## src/rtl/pacman_movement.sv

```systemverilog
// pacman_movement -- Pac-Man position controller.
//
// Buffers one pending turn from the single-cycle direction pulses and, once
// per movement tick, tries to step one pixel: first in the pending direction
// (if any), falling back to the current direction. Every step target is
// checked against the maze through a WallReq/WallAck handshake; targets that
// fall outside the screen are treated as walls without a query.
//
// Optional feature: define PACMAN_TUNNEL_EN to make row Y_INIT a wrap-around
// tunnel (left from X=0 targets X_MAX, right from X_MAX targets 0).
//
// Ports:
//   Clk, Reset (async, active-low)          clock / reset
//   Start                                   leaves INIT when high
//   SCEN_Up/Down/Left/Right                 one-cycle direction requests
//   WallReq, WallX, WallY                   wall query out (held until ack)
//   WallAck, WallHit                        wall query response
//   pacX, pacY, Dir, Moving                 position, direction, step flag
//   Qi, Qw, Qm                              one-hot INIT / wait+query / MOVE
module pacman_movement #(
    parameter int X_INIT      = 320,
    parameter int Y_INIT      = 240,
    parameter int X_MAX       = 639,
    parameter int Y_MAX       = 479,
    parameter int TICK_CYCLES = 1000000
) (
    input  logic       Clk,
    input  logic       Reset,
    input  logic       Start,
    input  logic       SCEN_Up,
    input  logic       SCEN_Down,
    input  logic       SCEN_Left,
    input  logic       SCEN_Right,
    output logic       WallReq,
    output logic [9:0] WallX,
    output logic [9:0] WallY,
    input  logic       WallAck,
    input  logic       WallHit,
    output logic [9:0] pacX,
    output logic [9:0] pacY,
    output logic [1:0] Dir,
    output logic       Moving,
    output logic       Qi,
    output logic       Qw,
    output logic       Qm
);

    typedef enum logic [2:0] {S_INIT, S_WAIT_TICK, S_QUERY, S_RETRY, S_MOVE} state_t;

    localparam int               CNT_W     = (TICK_CYCLES > 1) ? $clog2(TICK_CYCLES) : 1;
    localparam logic [CNT_W-1:0] TICK_LAST = CNT_W'(TICK_CYCLES - 1);
    localparam logic [9:0]       X_INIT10  = 10'(X_INIT);
    localparam logic [9:0]       Y_INIT10  = 10'(Y_INIT);
    localparam logic [9:0]       X_MAX10   = 10'(X_MAX);
    localparam logic [9:0]       Y_MAX10   = 10'(Y_MAX);

    state_t           state, state_nxt;
    logic [CNT_W-1:0] tick_cnt;
    logic             tick;
    logic [1:0]       pend_dir, try_dir, sel_dir, scen_dir;
    logic             pend_v, scen_any, using_pend, tgt_oor;
    logic [9:0]       step_x, step_y;
    logic             step_oor, query_done, query_hit;

    // Returns {out_of_range, target_x, target_y} for one step in direction d.
    function automatic logic [20:0] step_target(input logic [1:0] d,
                                                input logic [9:0] x,
                                                input logic [9:0] y);
        logic       oor;
        logic [9:0] tx, ty;
        oor = 1'b0;
        tx  = x;
        ty  = y;
        case (d)
            2'b00: if (y == '0) oor = 1'b1; else ty = y - 10'd1;
            2'b01: if (y >= Y_MAX10) oor = 1'b1; else ty = y + 10'd1;
            2'b10: begin
                if (x == '0) begin
`ifdef PACMAN_TUNNEL_EN
                    if (y == Y_INIT10) tx = X_MAX10; else oor = 1'b1;
`else
                    oor = 1'b1;
`endif
                end else begin
                    tx = x - 10'd1;
                end
            end
            default: begin
                if (x >= X_MAX10) begin
`ifdef PACMAN_TUNNEL_EN
                    if (y == Y_INIT10) tx = '0; else oor = 1'b1;
`else
                    oor = 1'b1;
`endif
                end else begin
                    tx = x + 10'd1;
                end
            end
        endcase
        return {oor, tx, ty};
    endfunction

    assign tick = (tick_cnt == TICK_LAST);

    // Simultaneous pulses resolve Up > Down > Left > Right.
    always_comb begin
        scen_any = SCEN_Up | SCEN_Down | SCEN_Left | SCEN_Right;
        if (SCEN_Up)        scen_dir = 2'b00;
        else if (SCEN_Down) scen_dir = 2'b01;
        else if (SCEN_Left) scen_dir = 2'b10;
        else                scen_dir = 2'b11;
    end

    // The pending turn is only offered on a fresh tick; a retry always uses Dir.
    assign sel_dir = (state == S_WAIT_TICK && pend_v) ? pend_dir : Dir;
    assign {step_oor, step_x, step_y} = step_target(sel_dir, pacX, pacY);

    // An out-of-range target resolves as a hit immediately, with no handshake.
    assign query_done = (state == S_QUERY) && (tgt_oor || (WallReq && WallAck));
    assign query_hit  = tgt_oor || WallHit;

    always_ff @(posedge Clk or negedge Reset) begin
        if (!Reset) state <= S_INIT;
        else        state <= state_nxt;
    end

    always_comb begin
        state_nxt = state;
        case (state)
            S_INIT:      if (Start) state_nxt = S_WAIT_TICK;
            S_WAIT_TICK: if (tick) state_nxt = S_QUERY;
            S_QUERY: begin
                if (query_done) begin
                    if (!query_hit)     state_nxt = S_MOVE;
                    else if (using_pend) state_nxt = S_RETRY;
                    else                state_nxt = S_WAIT_TICK;
                end
            end
            S_RETRY:     state_nxt = S_QUERY;
            S_MOVE:      state_nxt = S_WAIT_TICK;
            default:     state_nxt = S_INIT;
        endcase
    end

    always_ff @(posedge Clk or negedge Reset) begin
        if (!Reset) begin
            tick_cnt   <= '0;
            pend_dir   <= 2'b10;
            pend_v     <= 1'b0;
            try_dir    <= 2'b10;
            using_pend <= 1'b0;
            tgt_oor    <= 1'b0;
            WallReq    <= 1'b0;
            WallX      <= '0;
            WallY      <= '0;
            pacX       <= X_INIT10;
            pacY       <= Y_INIT10;
            Dir        <= 2'b10;
            Moving     <= 1'b0;
        end else begin
            tick_cnt <= tick ? '0 : tick_cnt + 1'b1;

            // A new pulse beats consumption in the same cycle.
            if (scen_any) begin
                pend_dir <= scen_dir;
                pend_v   <= 1'b1;
            end else if (state == S_MOVE && using_pend) begin
                pend_v <= 1'b0;
            end

            case (state)
                S_INIT: begin
                    pacX <= X_INIT10;
                    pacY <= Y_INIT10;
                end
                S_WAIT_TICK, S_RETRY: begin
                    if (state == S_RETRY || tick) begin
                        try_dir    <= sel_dir;
                        using_pend <= (state == S_WAIT_TICK) && pend_v;
                        tgt_oor    <= step_oor;
                        WallReq    <= !step_oor;
                        WallX      <= step_x;
                        WallY      <= step_y;
                    end
                end
                S_QUERY: begin
                    if (query_done) begin
                        WallReq <= 1'b0;
                        if (query_hit && !using_pend) Moving <= 1'b0;
                    end
                end
                S_MOVE: begin
                    // WallX/WallY still hold the accepted target.
                    pacX   <= WallX;
                    pacY   <= WallY;
                    Dir    <= try_dir;
                    Moving <= 1'b1;
                end
                default: ;
            endcase
        end
    end

    assign Qi = (state == S_INIT);
    assign Qw = (state == S_WAIT_TICK) || (state == S_QUERY) || (state == S_RETRY);
    assign Qm = (state == S_MOVE);

endmodule

```

## config.mk

```make
export PLATFORM = sky130hd
export DESIGN_NAME = pacman_movement
export DESIGN_NICKNAME = d
export VERILOG_FILES = /design/src/rtl/pacman_movement.sv
export SDC_FILE = /design/constraint.sdc
export NUM_CORES = 1
export LEC_CHECK = 0
export BUFFER_PORTS_ARGS = -buffer_cell sky130_fd_sc_hd__buf_2
export CAP_MARGIN = 20
export CORE_UTILIZATION = 34
export CTS_CLUSTER_SIZE = 12
export DETAILED_ROUTE_END_ITERATION = 10
export PLACE_DENSITY = 0.55
export SYNTH_ARGS = -nofsm -noshare
export SYNTH_HDL_FRONTEND = slang
export SYNTH_SLANG_ARGS = --single-unit
```

## constraint.sdc

```tcl
create_clock -name Clk -period 2.71 [get_ports Clk]
set_input_delay 0.4065 -clock Clk [delete_from_list [all_inputs] [get_ports Clk]]
set_output_delay 0.4065 -clock Clk [all_outputs]
set_load 0.03 [all_outputs]
```

==> flow_summary.ini, run 1 <==
[clock_tree]
post_cts_buffers = 0
cts_resized = 0
cts.clk_slew.worst_paths_ns = 0.06
cts_tree = built
numCtsBuffers = 9
cts-hold-fix-buffers = 0
worstSkewPairLatency_ns = 0.34
clockBufferDepth = 2
cts_root_buf = clkbuf_16
clkSinkCount = 74
h-tree-depth = 3

[timing]
finalCritPeriodShare = 0.843
fin_worst_skew_ns = 0.00757
fin_tns_setup_ns = 0
setup_viol = 0
whs_ns = 0.215
fmax_mhz = 438
slew_violations = 0
maxSlewHeadroom = 0.368
rsz0062_at_grt = false
worst_pin_slew_ns = 0.947
period_needed_ns = 2.28
finalHoldViolations = 0

[setup_path]
r2r_slack_ns = 0.43
critPathCaptureType = flop
worstPathRequired_ns = 2.96
cp_data_arrival_time_ns = 2.53
critical_path_peak_fanout = 9
path_class = reg -> reg
critPathLaunchType = flop

[detailed_routing]
remaining_drc_errors = 0
dr.first_iter.drc_count = 271
vias_per_cell = 5.49
ant_nets = 0
dr.pass1.iters = 4
wl_per_cell_um = 15.9
routed_wl_um = 11200
dr_total_vias = 3873

[power]
p_total_mw = 2.40
ir_drop_v = 0.000252
cellPowerDensity_nw_per_um2 = 473
leakage_nw = 2.40

[final_layout]
final_util = 0.420
layout.nets = 549
layout_commonest_cell = dfrtp_1
mostFrequentLayoutCells = dfrtp_1, buf_2, nand2_1, nand3_1, nor2_1
drive_gt1_frac = 0.219
num_antenna_cells = 0
areaGrowthSynthToFinish_pct = 19.6

[logic_synthesis]
synthesis.area_um2 = 4230
syn_inst = 472
yosys_warnings = 0
synth_seq_area_share = 0.440
synth_area_per_cell_um2 = 8.97
ys_ff_latch = 74
async_flop_share = 1.00
synth_enable_flop_cells = 0
synth_cell_type_count = 60
synthFlopType = dfrtp_1
syn_nets = 488

[floorplan]
dieArea_um2 = 12900
rows = 40
ios = 56
die_w_um = 114
floorplan.initialDensity = 0.351
core_region_area_um2 = 12100
die_y_um = 114

[min_path]
hold_class = in -> async

[outcome]
status = completed

[global_routing]
antenna_found_initial = 0
grt_pass1_wl_um = 18900
grt_pass1_vias = 3809
grt-ovfl-total = 0
grt_start_max_net_pins = 75
track_usage = 0.186

[placed_design]
port_buffers = 55
gp_congestion = 0.904
dp_hpwl_um = 7940

[run]
maxCapViolCount = 0
worst max-delay path: stages (launching register included):
cell	delay, ns
dfrtp_1	0.39
nor4bb_2	0.27
buf_4	0.23
mux2_1	0.38
or4_1	0.51
and3_1	0.20
o31ai_1	0.21
layout make-up:
class | count | area (um2)
multi-input combinational | 355 | 2200
timing repair buffer | 73 | 413
inverter | 20 | 75.1
clock buffer | 12 | 246
fill | 1201 | 7000
clock inverter | 4 | 51.3
sequential | 74 | 1860
tap | 168 | 210
cell usage after synthesis (all sizes together), types with 2 or more instances:
cell type / number / share of area
or4: 13 / 0.023
o31a: 2 / 0.0041
nor3: 18 / 0.021
or3: 6 / 0.0089
buf: 5 / 0.0071
dfrtp: 65 / 0.38
and4: 2 / 0.0041
nand4: 10 / 0.015
mux2i: 8 / 0.020
nor3b: 6 / 0.011
nor2: 39 / 0.035
clkbuf: 18 / 0.016
o21a: 3 / 0.0053
nand3: 43 / 0.051
a21oi: 11 / 0.013
xor2: 11 / 0.023
o31ai: 6 / 0.011
o21ai: 26 / 0.031
nor4bb: 2 / 0.0062
mux2: 8 / 0.021
a21o: 3 / 0.0053
a211o: 3 / 0.0062
o211ai: 7 / 0.014
dfstp: 9 / 0.056
and2: 2 / 0.0030
or2: 5 / 0.0074
xnor2: 10 / 0.021
and3: 10 / 0.015
ha: 7 / 0.021
nand2: 49 / 0.043
inv: 20 / 0.018
a31oi: 8 / 0.012
nor2b: 6 / 0.0089
nor4: 12 / 0.021
or3b: 3 / 0.0062
flip-flops by register name, summed over array words and instances, names as in the netlist:
signal and count:
pend_v 1, pacY 10, pacX 10, WallY 10
Dir 2, state 3, pend_dir 2, tgt_oor 1
WallX 10, using_pend 1, try_dir 2, WallReq 1
tick_cnt 20, Moving 1
path summary, 6_finish.rpt:
| path | start | to | cells past startpoint |
|---|---|---|---|
| max | state[1] | WallY[4] | 6 |
| min | Reset | pend_dir[0] | 1 |
| max reg2reg | state[1] | WallY[4] | 6 |
| min reg2reg | try_dir[0] | try_dir[0] | 2 |
| max in group asynchronous | Reset | WallX[1] | 1 |
| min in group Clk | SCEN_Up | pend_dir[1] | 2 |
stage by stage:
| stage | setup slack, ns | cells | cell area (um2) |
|---|---|---|---|
| global placement | 0.444 | 690 | 4760 |
| floorplan | 0.365 | 472 | 4230 |
| global route | 0.254 | 706 | 5060 |
| CTS | 0.405 | 706 | 5060 |
| finish | 0.426 | 706 | 5060 |
| detailed placement | 0.418 | 690 | 4760 |
cells by family (layout without fill, tap and decap cells):
family,after synthesis,in the layout,synth area share
multiplexers,16,16,0.0411
XOR/XNOR,21,21,0.0435
flip-flops,74,74,0.440
AND/OR/NAND/NOR,230,230,0.289
adder cells (fa/ha/maj),7,7,0.0207
buffers and inverters,43,109,0.0408
AO/OA/AOI/OAI,81,81,0.125
routing by layer:
layer / share of wire / vias to the layer above / track usage
li1: - / 1834 / -
met1: 0.45 / 1938 / 0.234
met2: 0.49 / 86 / 0.310
met3: 0.042 / 15 / 0.0430
met4: 0.015 / 0 / 0.0693
met5: 0 / - / 0
report_power, final:
part | total (mW) | switching, mW | internal [mW] | leakage (nW)
Sequential | 1.11 | 0.00423 | 1.11 | 0.970
Clock | 1.21 | 0.473 | 0.739 | 0.143
Combinational | 0.0714 | 0.0493 | 0.0220 | 1.28
Total | 2.40 | 0.527 | 1.87 | 2.40
Note: power is estimated with default switching activity, not from simulation.
==> run 2: changes to the inputs <==
Clock period 2.71 ns to 2.3 ns, I/O delays scaled along.
==> run 2 against run 1 <==
Effect of this change: maximum frequency is 5.0% higher; core utilization is 2.0 points higher; final cell count is 3.0% higher; design area is 4.7% higher; routed wire length is 1.9% higher; via count is 0.36% lower; count of clock-buffer cells in the layout stayed put.
==> flow_summary.ini, run 2 (synthesis results as in run 1) <==
[setup_path]
critPathLaunchType = flop
worst-path-buf-inv = 2
critical_path_peak_fanout = 6
worstPathRequired_ns = 2.57
path_class = reg -> reg
cp_data_arrival_time_ns = 2.45
cp-endpoint = WallY[2]
r2r_cells = 7
cp.depth = 7
critPathCaptureType = flop
slowest_delay_ns = 0.46
worstPathCellList = nor4bb_4 -> buf_6 -> buf_4 -> mux2_2 -> and3_1 -> or4_1 -> nand3_1
reg2reg_from = state[2]
cp_top_family = simple AND/OR/NAND/NOR gates
worstReg2RegEnd = WallY[2]
r2r_slack_ns = 0.13
cpMaxStageDelayCell = or4_1
critPathLaunch = state[2]

[final_layout]
drive_gt1_frac = 0.270
areaGrowthSynthToFinish_pct = 25.3
nFillCells = 1228
largest_reg_flops = 20
layout.nets = 570
mostFrequentLayoutCells = dfrtp_1, buf_2, nand2_1, nand3_1, nor2_1
layout_commonest_cell = dfrtp_1
top_register = tick_cnt
final_util = 0.439
fin_area_um2 = 5300
num_antenna_cells = 0

[detailed_routing]
dr.pass1.iters = 5
met1Wirelength_um = 5380
vias_per_cell = 5.31
dr_total_vias = 3859
dr.first_iter.drc_count = 307
routed_wl_um = 11400
met3_length_um = 446
wl_per_cell_um = 15.7
highest_layer = met4
remaining_drc_errors = 0
ant_nets = 0
wl_met2_um = 5500

[clock_tree]
numCtsBuffers = 9
cts_root_buf = clkbuf_16
clockBufferDepth = 2
cts_tree = built
clkSinkCount = 74
cts-hold-fix-buffers = 0
cts.clk_slew.worst_paths_ns = 0.06
h-tree-depth = 3
worstSkewPairLatency_ns = 0.33

[placed_design]
dp_hpwl_um = 8190
port_buffers = 55
place_area_um2 = 4930
gp_congestion = 0.856

[floorplan]
core_region_area_um2 = 12100
floorplan.initialDensity = 0.351
ios = 56
rows = 40
die_y_um = 114
dieArea_um2 = 12900
die_w_um = 114

[global_routing]
track_usage = 0.191
grt_pass1_wl_um = 19300
grt-ovfl-total = 0
antenna_found_initial = 0
grt_pass1_vias = 3717
grt_start_max_net_pins = 50

[timing]
fin_tns_setup_ns = 0
period_needed_ns = 2.17
fin_worst_skew_ns = 0.00414
setup_viol = 0
rsz0062_at_grt = false
whs_ns = 0.0378
finalHoldViolations = 0
worst_pin_slew_ns = 0.786
fmax_mhz = 460
slew_violations = 0
finalCritPeriodShare = 0.946
maxSlewHeadroom = 0.476

[power]
leakage_nw = 2.53
p_total_mw = 2.81
cellPowerDensity_nw_per_um2 = 531
ir_drop_v = 0.000395

[min_path]
hold_class = in -> async

[run]
maxCapViolCount = 0

[outcome]
status = completed
## run 2: cell type report
class	count	area (um2)	share of cell area
Inverter	20	75.1	0.0142
Timing Repair Buffer	94	599	0.113
Sequential cell	74	1870	0.352
Clock buffer	12	246	0.0465
Multi-Input combinational cell	355	2250	0.424
Tap cell	168	210	0.0397
Clock inverter	4	51.3	0.00968
## run 2: through the flow
| step | setup WS [ns] | cells |
|---|---|---|
| global placement | 0.0928 | 708 |
| CTS | 0.0434 | 724 |
| global route | 0.00134 | 727 |
| finish | 0.125 | 727 |
| detailed placement | 0.0642 | 708 |
| floorplan | 0.0801 | 472 |
## run 2: repair_timing
item	CTS	global route
setup endpoints to repair	0	16
resized for setup	0	15
buffers inserted	0	3
## run 2: worst reg2reg max path, delay by kind of cell (launching register included)
kind,cells,cell delay [ns]
multiplexers,1,0.35
buffers and inverters,2,0.31
AND/OR/NAND/NOR,4,1.05
flip-flops,1,0.41
## run 2: power breakdown
group          total [mW]  switching [mW]  internal (mW)
Clock                1.41           0.542          0.870
Sequential           1.31         0.00465           1.31
Combinational      0.0916          0.0599         0.0317
Total                2.81           0.607           2.21
## run 2: worst min-delay path by stage
stage	start	endpoint	slack (ns)	cells past startpoint
2_1_floorplan	Reset	Dir[0]	0.05	0
4_1_cts	Reset	Moving	0.06	1
3_5_place_dp	Reset	Moving	0.42	1
3_3_place_gp	Reset	Moving	0.43	1
6_report	Reset	tick_cnt[12]	0.04	1
5_1_grt	Reset	tick_cnt[9]	0.09	1
## run 2: routing by layer
layer,up-vias,track usage
li1,1879,-
met1,1889,0.261
met2,84,0.306
met3,7,0.0414
met4,0,0.0509
met5,-,0
==> run 3: changes to the inputs <==
Settings changed: ABC_AREA set to 1, PLACE_DENSITY 0.55 to 0.54, REMOVE_ABC_BUFFERS set to 1.
==> run 3 against run 2 <==
Effect of this change: core utilization down 3.5 points; synthesized cell count up 51%; sequential share of layout area down 2.1 points; global-route usage up 1.2 points; sequential power about the same; area after synthesis up 14%; count of clock-buffer cells in the layout down 1; register-to-register slack better by 0.11 ns; design area up 6.0%; routed wire length up 22%; critical endpoint is now Qm; highest routed layer unchanged.
==> flow_summary.ini, run 3 <==
[outcome]
status = completed

[power]
p_total_mw = 2.91
cellPowerDensity_nw_per_um2 = 518
leakage_nw = 2.97
ir_drop_v = 0.000339

[run]
maxCapViolCount = 0

[timing]
fin_worst_skew_ns = 0.00968
finalCritPeriodShare = 0.910
fmax_mhz = 478
fin_tns_setup_ns = 0
rsz0062_at_grt = false
slew_violations = 0
whs_ns = 0.204
worst_pin_slew_ns = 0.502
maxSlewHeadroom = 0.665
setup_viol = 0
layout_setup_ws_ns = 0.207
period_needed_ns = 2.09
finalHoldViolations = 0

[floorplan]
die_w_um = 121
floorplan.initialDensity = 0.348
core_region_area_um2 = 13900
dieArea_um2 = 14700
die_y_um = 121
rows = 43
ios = 56

[logic_synthesis]
yosys-top-cells-count = nand2_1, nand3_1, nor2_1
synth_most_common_cell = nand2_1
synthTopCellsByArea = dfrtp_1, nand2_1, nand3_1
synth_seq_area_share = 0.386
yosys_warnings = 0
syn_inst = 713
synth_area_per_cell_um2 = 6.77
ys_ff_latch = 74
synthFlopType = dfrtp_1
synth_enable_flop_cells = 0
yosysTopAreaCellShare = 0.337
synth_cell_type_count = 40
synth_top_area_cell = dfrtp_1
async_flop_share = 1.00
synthesis.area_um2 = 4830

[final_layout]
drive_gt1_frac = 0.149
largest_reg_flops = 20
mostFrequentLayoutCells = nand2_1, nand3_1, nor2_1, inv_1, dfrtp_1
layout_commonest_cell = nand2_1
register_area_um2 = 1860
nFillCells = 1495
fin_cells = 952
num_antenna_cells = 0
areaGrowthSynthToFinish_pct = 16.4
multi_input_area_um2 = 2560
layout.nets = 783
top_register = tick_cnt

[placed_design]
dp_hpwl_um = 10100
gp_congestion = 0.892
port_buffers = 55
pre_cts_slack_ns = 0.262
dp.cells = 935

[detailed_routing]
dr.first_iter.drc_count = 299
dr_total_vias = 4744
wl_per_cell_um = 14.6
routed_wl_um = 13900
dr.pass1.iters = 6
remaining_drc_errors = 0
vias_per_cell = 4.98
ant_nets = 0

[setup_path]
worstPathRequired_ns = 1.96
cp_data_arrival_time_ns = 1.75
path_class = reg -> out
critPathLaunchType = flop
critPathCaptureType = output pin
critical_path_peak_fanout = 9
r2r_slack_ns = 0.24
r2r_cells = 10

[clock_tree]
cts-hold-fix-buffers = 1
post_cts_buffers = 0
numCtsBuffers = 9
cts_root_buf = clkbuf_16
cts_tree = built
h-tree-depth = 3
worstSkewPairLatency_ns = 0.35
cts_resized = 0
clkSinkCount = 74
cts.clk_slew.worst_paths_ns = 0.06
clockBufferDepth = 2

[global_routing]
grt-ovfl-total = 0
grt_pass1_vias = 4424
track_usage = 0.203
antenna_found_initial = 0
grt_start_max_net_pins = 39
grt_pass1_wl_um = 22800

[min_path]
hold_class = in -> reg
hold_path_depth = 2
-- run 3: cell count changes after synthesis, moves of 13 or more --
cell      change
nand2_1     +200
or4_1        -13
clkbuf_1     -13
nand3_1      +37
inv_1        +47
nor2_1       +40
-- run 3: kinds of logic (layout without fill, tap and decap cells) --
logic type / Yosys count / count (layout) / synth area share
simple gates: 456 / 456 / 0.403
buf+inv: 96 / 155 / 0.0842
flops: 74 / 74 / 0.386
compound gates: 58 / 58 / 0.0684
xor+xnor: 22 / 22 / 0.0399
fa+ha+maj: 7 / 7 / 0.0181
-- run 3: cell type report --
cell class	instances	share of cell area
well taps	180	0.0401
inverters	75	0.0506
repair buffers	64	0.0664
clock buffers	11	0.0450
clock inverters	5	0.0109
flip-flops and latches	74	0.332
multi-input cells	543	0.455
-- run 3: per-layer routing --
metal | GRT usage | up-vias | part of all wire | wire length [um]
met5 | 0 | - | 0 | 0
met4 | 0.0779 | 0 | 0.019 | 259
met3 | 0.0329 | 21 | 0.047 | 652
met2 | 0.332 | 126 | 0.48 | 6740
met1 | 0.269 | 2222 | 0.45 | 6290
li1 | - | 2375 | - | -
-- run 3: critical path, stage by stage (launching register included) --
cell     delay, ns
dfrtp_1       0.42
nor2_2        0.16
inv_2         0.14
nor2_2        0.39
buf_2         0.28
-- run 3: through the flow --
stage	area [um2]	util
6_report	5620	0.405
3_3_place_gp	5290	0.381
4_1_cts	5620	0.405
3_5_place_dp	5290	0.381
5_1_grt	5620	0.405
2_1_floorplan	4700	-
-- run 3: worst paths after layout --
path                                  start           end
worst min register to register  tick_cnt[0]   tick_cnt[0]
worst min-delay path                SCEN_Up   pend_dir[0]
worst max-delay path               state[1]            Qm
max in group asynchronous             Reset    try_dir[1]
worst max register to register      pacX[1]      WallX[0]
min in group asynchronous             Reset  tick_cnt[18]
-- run 3: where the power goes --
group          internal [mW]  total, mW  switching, mW
sequential              1.31       1.31        0.00191
combinational         0.0206     0.0890         0.0684
clock                  0.906       1.51          0.607
